==> src/rtl/rc4_pkg.sv <==
// Shared RC4 definitions: KSA state encoding, S-box geometry and key-size limit.
package rc4_pkg;

    localparam int          S_SIZE        = 256;
    localparam logic [7:0]  S_LAST        = 8'd255;
    localparam int          KEY_BYTES_MAX = 32;

    typedef enum logic [3:0] {
        IDLE,
        INIT_WR,
        RD_I,
        WAIT_I,
        CAP_I,
        RD_J,
        WAIT_J,
        CAP_J,
        WR_I,
        WR_J,
        NEXT,
        DONE
    } ksa_state_t;

endpackage

==> src/rtl/flopr_en.sv <==
// Enabled register with synchronous clear; clear has priority over enable.
module flopr_en #(
    parameter int WIDTH = 8
) (
    input  logic             clk,
    input  logic             clr,
    input  logic             en,
    input  logic [WIDTH-1:0] d,
    output logic [WIDTH-1:0] q
);

    // NOTE: sequential state is always assigned with <= so every flop samples pre-edge values.
    always_ff @(posedge clk) begin
        if (clr)
            q <= '0;
        else if (en)
            q <= d;
    end

endmodule

==> src/rtl/ksa_key_sel.sv <==
// Selects key byte kidx from the packed key; byte 0 is the most-significant byte.
module ksa_key_sel #(
    parameter int KEY_LENGTH = 3,
    parameter int KIDX_W     = 5
) (
    input  logic [8*KEY_LENGTH-1:0] secret_key,
    input  logic [KIDX_W-1:0]       kidx,
    output logic [7:0]              key_byte
);

    // NOTE: the default assignment before the loop keeps this purely combinational (no latch).
    always_comb begin
        key_byte = '0;
        for (int k = 0; k < KEY_LENGTH; k++) begin
            if (kidx == KIDX_W'(k))
                key_byte = secret_key[8*(KEY_LENGTH-k)-1 -: 8];
        end
    end

endmodule

==> src/rtl/ksa_shuffle.sv <==
// RC4 key-scheduling shuffle over a single-port S RAM with fixed read latency.
// Define KSA_INIT_EN to run the identity-fill pass before the shuffle.
module ksa_shuffle
    import rc4_pkg::*;
#(
    parameter int KEY_LENGTH  = 3,
    parameter int RAM_LATENCY = 2
) (
    input  logic                    clk,
    input  logic                    reset,
    input  logic                    start,
    input  logic [8*KEY_LENGTH-1:0] secret_key,
    input  logic [7:0]              read_data,
    output logic [7:0]              address,
    output logic [7:0]              data,
    output logic                    write_en,
    output logic                    finished
);

    localparam int         KIDX_W    = $clog2(KEY_BYTES_MAX);
    localparam logic [7:0] WAIT_LAST = 8'(RAM_LATENCY - 1);

    ksa_state_t        state, state_next;
    logic [7:0]        i, j, si, sj;
    logic [KIDX_W-1:0] kidx;
    logic [7:0]        key_byte;
    logic [7:0]        wait_cnt;
    logic              wait_done;

    logic              i_en, j_en, si_en, sj_en, kidx_en, addr_en, data_en, we_next;
    logic [7:0]        i_d, j_d, addr_d, data_d;
    logic [KIDX_W-1:0] kidx_d;

    ksa_key_sel #(.KEY_LENGTH(KEY_LENGTH), .KIDX_W(KIDX_W)) u_key_sel (
        .secret_key (secret_key),
        .kidx       (kidx),
        .key_byte   (key_byte)
    );

    always_ff @(posedge clk) begin
        if (reset)
            state <= IDLE;
        else
            state <= state_next;
    end

    // Counts cycles spent in either wait state; address is held stable meanwhile.
    always_ff @(posedge clk) begin
        if (reset)
            wait_cnt <= '0;
        else if (state == WAIT_I || state == WAIT_J)
            wait_cnt <= wait_cnt + 8'd1;
        else
            wait_cnt <= '0;
    end

    assign wait_done = (wait_cnt == WAIT_LAST);

    always_comb begin
        state_next = state;
        i_en       = 1'b0;
        i_d        = i;
        j_en       = 1'b0;
        j_d        = j;
        si_en      = 1'b0;
        sj_en      = 1'b0;
        kidx_en    = 1'b0;
        kidx_d     = kidx;
        addr_en    = 1'b0;
        addr_d     = address;
        data_en    = 1'b0;
        data_d     = data;
        we_next    = 1'b0;

        case (state)
            IDLE: begin
                if (start) begin
                    i_en    = 1'b1;
                    i_d     = '0;
                    j_en    = 1'b1;
                    j_d     = '0;
                    kidx_en = 1'b1;
                    kidx_d  = '0;
`ifdef KSA_INIT_EN
                    state_next = INIT_WR;
`else
                    state_next = RD_I;
`endif
                end
            end
`ifdef KSA_INIT_EN
            INIT_WR: begin
                addr_en = 1'b1;
                addr_d  = i;
                data_en = 1'b1;
                data_d  = i;
                we_next = 1'b1;
                i_en    = 1'b1;
                if (i == S_LAST) begin
                    i_d        = '0;
                    state_next = RD_I;
                end else begin
                    i_d = i + 8'd1;
                end
            end
`endif
            RD_I: begin
                addr_en    = 1'b1;
                addr_d     = i;
                state_next = (RAM_LATENCY == 0) ? CAP_I : WAIT_I;
            end
            WAIT_I: if (wait_done) state_next = CAP_I;
            CAP_I: begin
                si_en      = 1'b1;
                j_en       = 1'b1;
                j_d        = j + read_data + key_byte;
                state_next = RD_J;
            end
            RD_J: begin
                addr_en    = 1'b1;
                addr_d     = j;
                state_next = (RAM_LATENCY == 0) ? CAP_J : WAIT_J;
            end
            WAIT_J: if (wait_done) state_next = CAP_J;
            CAP_J: begin
                sj_en      = 1'b1;
                state_next = WR_I;
            end
            WR_I: begin
                addr_en    = 1'b1;
                addr_d     = i;
                data_en    = 1'b1;
                data_d     = sj;
                we_next    = 1'b1;
                state_next = WR_J;
            end
            WR_J: begin
                addr_en    = 1'b1;
                addr_d     = j;
                data_en    = 1'b1;
                data_d     = si;
                we_next    = 1'b1;
                state_next = NEXT;
            end
            NEXT: begin
                kidx_en = 1'b1;
                kidx_d  = (kidx == KIDX_W'(KEY_LENGTH - 1)) ? '0 : kidx + KIDX_W'(1);
                if (i == S_LAST) begin
                    state_next = DONE;
                end else begin
                    i_en       = 1'b1;
                    i_d        = i + 8'd1;
                    state_next = RD_I;
                end
            end
            DONE:    state_next = IDLE;
            default: state_next = IDLE;
        endcase
    end

    flopr_en #(.WIDTH(8))      u_i    (.clk(clk), .clr(reset), .en(i_en),    .d(i_d),       .q(i));
    flopr_en #(.WIDTH(8))      u_j    (.clk(clk), .clr(reset), .en(j_en),    .d(j_d),       .q(j));
    flopr_en #(.WIDTH(8))      u_si   (.clk(clk), .clr(reset), .en(si_en),   .d(read_data), .q(si));
    flopr_en #(.WIDTH(8))      u_sj   (.clk(clk), .clr(reset), .en(sj_en),   .d(read_data), .q(sj));
    flopr_en #(.WIDTH(KIDX_W)) u_kidx (.clk(clk), .clr(reset), .en(kidx_en), .d(kidx_d),    .q(kidx));
    flopr_en #(.WIDTH(8))      u_addr (.clk(clk), .clr(reset), .en(addr_en), .d(addr_d),    .q(address));
    flopr_en #(.WIDTH(8))      u_data (.clk(clk), .clr(reset), .en(data_en), .d(data_d),    .q(data));

    // Registered strobe: reset clears it on the same edge, so an aborted write never lands.
    always_ff @(posedge clk) begin
        if (reset)
            write_en <= 1'b0;
        else
            write_en <= we_next;
    end

    assign finished = (state == DONE);

endmodule

==> config.mk <==
export PLATFORM = sky130hd
export DESIGN_NAME = ksa_shuffle
export DESIGN_NICKNAME = d
export VERILOG_FILES = /design/src/rtl/rc4_pkg.sv /design/src/rtl/flopr_en.sv /design/src/rtl/ksa_key_sel.sv /design/src/rtl/ksa_shuffle.sv
export SDC_FILE = /design/constraint.sdc
export NUM_CORES = 1
export LEC_CHECK = 0
export ABC_AREA = 1
export BUFFER_PORTS_ARGS = -buffer_cell sky130_fd_sc_hd__buf_2
export CAP_MARGIN = 20
export CORE_ASPECT_RATIO = 0.7
export CORE_MARGIN = 2
export CORE_UTILIZATION = 52
export CTS_CLUSTER_SIZE = 25
export DETAILED_ROUTE_END_ITERATION = 6
export PLACE_DENSITY = 0.77
export SLEW_MARGIN = 10
export SYNTH_ARGS = -nofsm -noshare
export SYNTH_HDL_FRONTEND = slang
export SYNTH_SLANG_ARGS = --single-unit
==> constraint.sdc <==
create_clock -name clk -period 2.72 [get_ports clk]
set_input_delay 0.408 -clock clk [delete_from_list [all_inputs] [get_ports clk]]
set_output_delay 0.408 -clock clk [all_outputs]
set_load 0.01 [all_outputs]
Yosys cells after proc, flatten, opt, wreduce, memory -nomap -nowiden --
Index checks and enable logic that the tools add are counted.
Operators by class: add/subtract/negate cells 5, eq/ne operators 18, mux-type cells 26, bitwise logic cells 1, reduce and logical (&&, ||, !) cells 18
Operator list (number):
- $pmux W8 S2 | 4
- $mux W8 | 5
- $pmux W4 S10 | 1
- $add A8 B1 Y8 const B | 2
- $add A8 B8 Y8 | 2
- $eq A4 B3 Y1 const B | 4
- $eq A4 B4 Y1 const B | 4
- $mux W4 | 4
- $mux W5 | 2
- $pmux W5 S2 | 1
- $reduce_and A3 Y1 | 3
- $eq A4 B2 Y1 const B | 2
- $eq A8 B1 Y1 const B | 1
- $eq A8 B8 Y1 const B | 1
- $ne A2 B2 Y1 const B | 4
- $reduce_bool A2 Y1 | 4
- $reduce_or A2 Y1 | 4
- $mux W1 | 6
- $pmux W1 S2 | 3
- $add A5 B1 Y5 const B | 1
- $eq A5 B1 Y1 const B | 1
- $eq A5 B2 Y1 const B | 1
- $logic_not A5 Y1 | 1
- $logic_not A4 Y1 | 1
- 5 further kinds | 6
Word-level totals: flip-flop bits (word level) 66, input port bits 35, output and inout port bits 18

Logic depth before layout (Yosys ltp) --
Gate-level depths: netlist of the first run.
depth after elaboration 6, gate-level depth with buffers 20, gate-level depth less buffers 20

By module --
A second synthesis of the first run with hierarchy kept.
Unflattened totals: cells, all modules 705, area total of the unflattened synthesis 4484.3 um^2
Modules (own cells, without submodules):
- flopr_en (u_addr ...) | instances 6, cells an instance 51, area an instance 341.6 um^2
- ksa_shuffle | instances 1, cells an instance 325, area an instance 1960.6 um^2
- ksa_key_sel | instances 1, cells an instance 42, area an instance 265.3 um^2
- flopr_en (u_kidx) | instances 1, cells an instance 32, area an instance 209.0 um^2

Worst setup path after synthesis of the first run --
No wires, ideal clock.
path kind flip-flop to flip-flop, start point register u_kidx.q[0], end point register u_j.q[7], setup time 132 ps, arrival 2752 ps, required time 2588 ps, slack -164 ps, cell stages (with the launch flop) 17, clock period less this slack 2884 ps, cells stage by stage dfxtp_1 > inv_1 > ha_1 > nand3_1 > clkbuf_1 > o22ai_1 > fa_1 > inv_1 > ha_1 > inv_1 > fa_1 > nor3_1 > nor2_1 > inv_1 > nand2_1 > nand3_1 > a21oi_1
On the way: word-level cells in the longest chain between the ends 6, elaborated cells between the ends (all ways) 8, classes of those cells add/sub (1); eq/ne (2); mux (4); reduce/logical (1)
RTL lines:
- from (decl) | line flopr_en.sv:9 | output logic [WIDTH-1:0] q
- from (signal assigned) | line flopr_en.sv:15 | q <= '0;
- from (signal assigned) | line flopr_en.sv:17 | q <= d;
- $logic_not A5 Y1 | line ksa_key_sel.sv:15 | if (kidx == KIDX_W'(k))
- $mux W8 (2 in series) | line ksa_key_sel.sv:15
- $mux W8 (*) | line ksa_key_sel.sv:15
- $add A8 B8 Y8 (*) | line ksa_shuffle.sv:116 | j_d = j + read_data + key_byte;
- $pmux W8 S2 (*) | line ksa_shuffle.sv:75 | case (state)
- to (signal assigned) | line flopr_en.sv:15
- to (signal assigned) | line flopr_en.sv:17
- to (decl) | line flopr_en.sv:9
Every way passes the cells marked *; elsewhere a longest branch is shown, timed or not. A chain may end at the register's enable or synchronous reset.

Worst setup path after layout of the first run --
start point register u_kidx.q[1], end point register u_j.q[7]
The elaborated chain is that of the path after synthesis.

==> results by group, run 1 <==
Worst hold path
  – Hold Crit Class: input pin to flop
  – Hold path depth: 3

Global routing
  – Largest net degree at the start of global routing: 35
  – Number of global-route vias before repair: 3501
  – Initial antenna violation count: 0
  – First-pass GRT wire length: 16300 um
  – Tot GR Track Use: 0.269
  – Congestion Overflow GR: 0

CTS
  – CTS tree: yes
  – Worst-Skew Late Latency: 0.34 ns
  – Inserted Clock Buffers: 9
  – CTS Buffer Depth: 2
  – # hold bufs at CTS: 0
  – CTS root buf: clkbuf_8
  – Register clock-pin slew on the reported worst setup and hold paths: 0.07 ns
  – H-tree Lvls: 3
  – # clock sinks: 66

Critical path
  – Type of the worst setup path: flop to flop
  – Cell depth of the worst setup path: 19
  – R2R cell count: 19
  – Cell mode on critical path: inv_2
  – Slowest cell on the critical path: fa_1
  – Crit-path cells: inv_4, ha_4, inv_2, nor2_4, inv_2, nand2_4, nor2_2, o22ai_2, fa_1, inv_1, ha_2, inv_2, fa_2, nor3_4, nor2_2, inv_1, nand2_1, nand3_1, a21oi_1
  – Largest delay contributor family on the critical path: adder cells
  – Required @ worst endpoint: 2.94 ns
  – Max stage delay on crit path: 0.45 ns
  – CP endpoint kind: flop
  – Maximum fanout along the worst path: 7
  – Worst Path Buf+Inv: 6
  – Crit start category: flop
  – CP arrival: 3.15 ns

Cells and area
  – Post-Layout Cell Count: 692
  – Commonest cells after routing, fill and taps aside: nand2_1 (113), inv_1 (79), dfxtp_1 (64)
  – Share of cells above drive strength 1: 0.253
  – Final Util: 0.677
  – Ant. Diodes: 0
  – Design area: 4580 sq um
  – Fin nets: 649
  – Commonest non-fill, non-tap cell in the layout: nand2_1
  – Area Growth Syn to Fin: 25.8%

Pwr
  – Leakage: 2.12 nW
  – Power Density: 569 nW/um^2
  – VDD IR max: 0.289 mV

Place
  – Number of buffers added on ports: 52
  – DP Wirelength: 6760 um
  – Placed cell count: 670
  – Routability cong.: 0.841
  – Post-Place Cell Area: 4130 sq um

STA
  – Slew headroom: 0.624
  – Layout Skew: 0.00985 ns
  – Slew of the pin with the lowest slew margin: 0.561 ns
  – RSZ-0062 raised after global routing: yes
  – Fin. Hold Viols: 0
  – Final worst slack: -0.204 ns
  – Fmax achieved: 0.342 GHz
  – Final worst path period share: 1.07
  – Minimum clock period: 2.92 ns
  – Setup violators final: 5
  – Final Max Tran Viols: 0

Status
  – Failing checks: negative setup slack
  – Status: finished, violations left

Die
  – Core footprint: 6760 sq um
  – Initial Utilization: 0.538
  – Die area: 7690 sq um
  – Io pins: 53
  – Die extent in x: 104 um
  – Die H: 74.0 um
  – Row cnt: 25

Synth
  – Syn. warnings: 0
  – Mapped Avg Cell Area: 7.06 sq um
  – Post-synthesis cell count: 515
  – Cell area after synthesis: 3640 sq um
  – Synth Net Count: 571
  – Count of cell types in the netlist: 36
  – Yosys reg bits: 66
  – Register area share after synthesis: 0.363

Routing
  – Vias: 3681
  – DR WL/cell: 14.2 um
  – Antenna Nets Post-Route: 0
  – DR vias/cell: 5.32
  – 1st-pass router iterations: 5
  – # DRC: 0
  – Initial DRC Count: 197
  – Detailed Route WL: 9810 um

Job
  – Max Cap Viol: 0
## per-layer routing
metal  global-route usage  vias up  share of wire  wire length (um)
met4                0.134        0          0.037               363
met2                0.469      160           0.47              4590
met3               0.0780       40          0.081               796
li1                     -     1812              -                 -
met1                0.313     1669           0.41              4070
met5                    0        -              0                 0
## kinds of logic (layout without fill, tap and decap cells)
logic type	count (synthesis)	count (layout)	share of synthesized area
buffers and inverters	104	187	0.111
adder cells (fa/ha/maj)	21	21	0.0888
AND/OR/NAND/NOR	217	217	0.270
AO/OA/AOI/OAI	102	102	0.155
XOR/XNOR	5	5	0.0120
flip-flops	66	66	0.363
## report_power, final
group	switching, mW	total (mW)	leakage [nW]	internal (mW)
combinational	0.363	0.585	1.47	0.221
sequential	0.0531	1.08	0.535	1.03
clock	0.367	0.934	0.117	0.567
total	0.783	2.60	2.12	1.82
## cell usage after synthesis
cell type    n  area (sq um)
a211oi_2     1          12.5
a21oi_1     46           230
a221oi_1     1          8.76
a31oi_1      9          56.3
buf_2        2          10.0
buf_4        1          7.51
buf_6        1          11.3
clkbuf_1     7          26.3
clkinv_1     1          3.75
dfxtp_1     66          1320
fa_1         8           160
ha_1        13           163
inv_1       84           315
inv_2        8          30.0
nand2_1    115           432
nand2_4      3          33.8
nand3_1     32           160
nand4_1      4          25.0
nand4_2      1          12.5
nor2_1      40           150
nor2_2       5          31.3
nor2_4       3          33.8
nor2_8       1          20.0
nor3_1       6          30.0
nor3_2       2          20.0
nor3b_1      2          15.0
nor4_1       3          18.8
o2111ai_1    1          8.76
o211ai_1     1          7.51
o21ai_0     29           145
o21ai_1      2          10.0
o21ai_2      2          17.5
o22ai_1      8          50.1
o31ai_1      2          15.0
xnor2_1      3          26.3
xor2_1       2          17.5
## area by class of cell
cell class,instances,area (sq um)
fill,575,2180
multi-input combinational,345,2090
sequential,66,1330
timing repair buffer,78,459
inverter,93,354
clock buffer,12,155
tap,94,118
clock inverter,4,73.8
## worst min-delay path, delay by kind of cell
family | cells | cell delay [ns]
compound gates | 1 | 0.12
buf+inv | 2 | 0.14
## sequential cells by signal, summed over array words and instances, names as in the netlist
signal and flops:
u_addr.q 8, u_data.q 8, u_i.q 8, u_j.q 8
u_si.q 8, u_sj.q 8, wait_cnt 8, u_kidx.q 5
state 4, write_en 1
## path summary, 6_finish.rpt
check / slack (ns) / end / start
hold reg to reg: 0.47 / u_i.q[4]$_SDFFE_PP0P_ / u_i.q[4]$_SDFFE_PP0P_
setup reg to reg: -0.20 / u_j.q[7]$_SDFFE_PP0P_ / u_kidx.q[1]$_SDFFE_PP0P_
hold / removal: 0.37 / u_si.q[5]$_SDFFE_PP0P_ / read_data[5]
setup / recovery: -0.20 / u_j.q[7]$_SDFFE_PP0P_ / u_kidx.q[1]$_SDFFE_PP0P_
## through the flow
| step | total power, mW | hold WS [ns] | setup TNS (ns) | worst slack [ns] |
|---|---|---|---|---|
| final | 2.60 | 0.367 | -0.654 | -0.204 |
| after global routing | 2.73 | 0.394 | -1.65 | -0.367 |
| after CTS | 2.59 | 0.359 | -0.106 | -0.0428 |
| after detailed placement | 1.62 | 0.452 | -0.650 | -0.198 |
| after global placement | 1.61 | 0.448 | -0.147 | -0.0869 |
| after floorplan | 1.47 | 0.434 | 0 | 0.0129 |
## timing repair
action                                  CTS  global route
pin swaps                                17             5
resized for setup                        35             6
endpoints found under the hold margin     0             0
setup buffers                             5             1
endpoints found under the setup margin    6             6
cloned                                    0             0
Note: power is estimated with default switching activity, not from simulation.
==> run 2: changes to the inputs <==
--- a/config.mk
+++ b/config.mk
@@ -8,12 +8,14 @@
 export ABC_AREA = 1
 export BUFFER_PORTS_ARGS = -buffer_cell sky130_fd_sc_hd__buf_2
 export CAP_MARGIN = 20
+export CELL_PAD_IN_SITES_DETAIL_PLACEMENT = 0
+export CELL_PAD_IN_SITES_GLOBAL_PLACEMENT = 1
 export CORE_ASPECT_RATIO = 0.7
 export CORE_MARGIN = 2
-export CORE_UTILIZATION = 52
+export CORE_UTILIZATION = 37
 export CTS_CLUSTER_SIZE = 25
 export DETAILED_ROUTE_END_ITERATION = 6
-export PLACE_DENSITY = 0.77
+export PLACE_DENSITY = 0.76
 export SLEW_MARGIN = 10
 export SYNTH_ARGS = -nofsm -noshare
 export SYNTH_HDL_FRONTEND = slang
==> run 2 against run 1 <==
Effect of this change: the flow still finishes with violations (negative setup slack); flip-flop and latch count did not move; register-to-register slack gained 0.15 ns; total power rose by 10%; die area increased by 39%; combinational power about the same; global-route usage decreased by 7.5 points; critical path depth increased by 1; cell area rose by 6.1%; via count is 4.6% lower; hold slack improved by 0.019 ns; critical path type unchanged.
==> results by group, run 2 (synthesis results as in run 1) <==
Global routing
  – Congestion Overflow GR: 0
  – Largest net degree at the start of global routing: 27
  – Initial antenna violation count: 0
  – Number of global-route vias before repair: 3340
  – First-pass GRT wire length: 16200 um
  – Tot GR Track Use: 0.194

CTS
  – CTS tree: yes
  – Worst-Skew Late Latency: 0.33 ns
  – # hold bufs at CTS: 0
  – # clock sinks: 66
  – CTS Buffer Depth: 2
  – Register clock-pin slew on the reported worst setup and hold paths: 0.06 ns
  – CTS root buf: clkbuf_16
  – Inserted Clock Buffers: 9
  – H-tree Lvls: 3

Routing
  – DR WL/cell: 13.1 um
  – # DRC: 0
  – Antenna Nets Post-Route: 0
  – 1st-pass router iterations: 4
  – Vias: 3510
  – Initial DRC Count: 226
  – DR vias/cell: 4.78
  – Detailed Route WL: 9640 um

Critical path
  – Worst R2R Start: u_kidx.q[1]$_SDFFE_PP0P_
  – Maximum fanout along the worst path: 5
  – R2R cell count: 20
  – CP endpoint kind: flop
  – R2R Setup Slk: -0.05 ns
  – Required @ worst endpoint: 2.99 ns
  – CP arrival: 3.04 ns
  – Type of the worst setup path: flop to flop
  – Crit start category: flop
  – R2r endpoint: u_j.q[6]$_SDFFE_PP0P_

Die
  – Initial Utilization: 0.378
  – Die extent in x: 122 um
  – Die area: 10600 sq um
  – Row cnt: 30
  – Io pins: 53
  – Die H: 86.9 um
  – Core footprint: 9610 sq um

Pwr
  – Leakage: 2.20 nW
  – Sw Ratio: 0.297
  – Sequential share of power: 0.377
  – P_int: 2.02 mW
  – Power share of the clock group: 0.419
  – Power Density: 591 nW/um^2
  – Comb pwr share: 0.203
  – NetSw: 0.850 mW
  – VDD IR max: 0.333 mV

Worst hold path
  – Hold path depth: 3
  – Worst hold start: read_data[5]
  – Hold endpoint: u_sj.q[5]$_SDFFE_PP0P_
  – Hold Crit Class: input pin to flop

STA
  – Layout Skew: 0.00710 ns
  – Fmax achieved: 0.361 GHz
  – Setup violators final: 2
  – Final worst slack: -0.0524 ns
  – Slew of the pin with the lowest slew margin: 0.576 ns
  – Final worst path period share: 1.02
  – RSZ-0062 raised after global routing: yes
  – Slew headroom: 0.613
  – Setup TNS: -0.0802 ns
  – Minimum clock period: 2.77 ns
  – Fin. Hold Viols: 0
  – Final Max Tran Viols: 0

Place
  – Number of buffers added on ports: 52
  – DP Wirelength: 7080 um
  – Routability cong.: 0.865
  – Pre-CTS WS: -0.320 ns

Status
  – Status: finished, violations left
  – Failing checks: negative setup slack

Cells and area
  – Share of cells above drive strength 1: 0.289
  – Ant. Diodes: 0
  – Commonest non-fill, non-tap cell in the layout: nand2_1
  – Commonest cells after routing, fill and taps aside: nand2_1 (111), inv_1 (76), dfxtp_1 (64)
  – FF+latch area: 1330 sq um
  – Area Growth Syn to Fin: 33.5%
  – Fill count: 987
  – Fin nets: 657
  – Area of the multi-input gates: 2150 sq um

Job
  – Max Cap Viol: 0
[run 2: changes by cell type in the layout (fill, tap and decap cells not counted), sizes merged]
cell and change:
clkbuf -1, clkinvlp +2, bufinv -1, buf +8
[run 2: area by class of cell]
| type | instances | share of cell area |
|---|---|---|
| tap | 128 | 0.0330 |
| inverter | 93 | 0.0730 |
| timing repair buffer | 86 | 0.112 |
| sequential | 66 | 0.274 |
| multi-input combinational | 345 | 0.443 |
| clock inverter | 5 | 0.0129 |
| clock buffer | 11 | 0.0521 |
[run 2: how the worst max path moves through the flow]
| stage | from | slack [ns] | depth (start not counted) | endpoint |
|---|---|---|---|---|
| after global placement | u_kidx.q[0]$_SDFFE_PP0P_ | -0.15 | 17 | u_j.q[6]$_SDFFE_PP0P_ |
| after detailed placement | u_kidx.q[0]$_SDFFE_PP0P_ | -0.32 | 17 | u_j.q[6]$_SDFFE_PP0P_ |
| after global routing | u_kidx.q[1]$_SDFFE_PP0P_ | -0.21 | 19 | u_j.q[7]$_SDFFE_PP0P_ |
| after CTS | u_kidx.q[1]$_SDFFE_PP0P_ | -0.02 | 20 | u_j.q[6]$_SDFFE_PP0P_ |
| after floorplan | u_kidx.q[0]$_SDFFE_PP0P_ | 0.01 | 18 | u_j.q[7]$_SDFFE_PP0P_ |
| final | u_kidx.q[1]$_SDFFE_PP0P_ | -0.05 | 20 | u_j.q[6]$_SDFFE_PP0P_ |
[run 2: stage by stage]
| stage | instance area, sq um | power (mW) | std cells | hold WS (ns) | util |
|---|---|---|---|---|---|
| floorplan | 3670 | 1.47 | 515 | 0.434 | - |
| global placement | 4170 | 1.63 | 704 | 0.444 | 0.434 |
| detailed placement | 4170 | 1.63 | 704 | 0.469 | 0.434 |
| CTS | 4830 | 2.89 | 734 | 0.382 | 0.503 |
| global route | 4850 | 3.02 | 734 | 0.411 | 0.505 |
| finish | 4850 | 2.87 | 734 | 0.386 | 0.505 |
[run 2: worst max-delay path, stage by stage, from the launching register on]
cell and delay, ns:
dfxtp_4 0.36, inv_4 0.08, ha_4 0.12, inv_2 0.04
nor2_4 0.17, buf_6 0.13, nand3_2 0.05, nand2_1 0.06
o22ai_2 0.10, fa_1 0.54, inv_2 0.05, ha_4 0.24
a21oi_2 0.13, nand2_2 0.08, nand2_1 0.06, nand2_1 0.06
a21oi_2 0.13, nor2_1 0.05, nor2_1 0.08, nand2_1 0.07
a21oi_2 0.11
[run 2: power groups by stage]
stage	clock (mW)	sequential, mW	combinational [mW]
after floorplan	0	1.11	0.356
after global placement	0	1.10	0.521
after detailed placement	0	1.10	0.526
after CTS	1.23	1.08	0.573
after global routing	1.28	1.09	0.655
final	1.20	1.08	0.583
[run 2: repair_timing]
item	CTS	global route
buffers inserted	14	0
resized for setup	56	8
pin swaps	21	16
setup endpoints to repair	6	6
[run 2: routing by layer]
metal  track usage  wire (um)  vias up
met1         0.288       5020     1571
met5             0          0        -
met3        0.0393        640        4
li1              -          -     1830
met2         0.285       3920      105
met4        0.0502         62        0
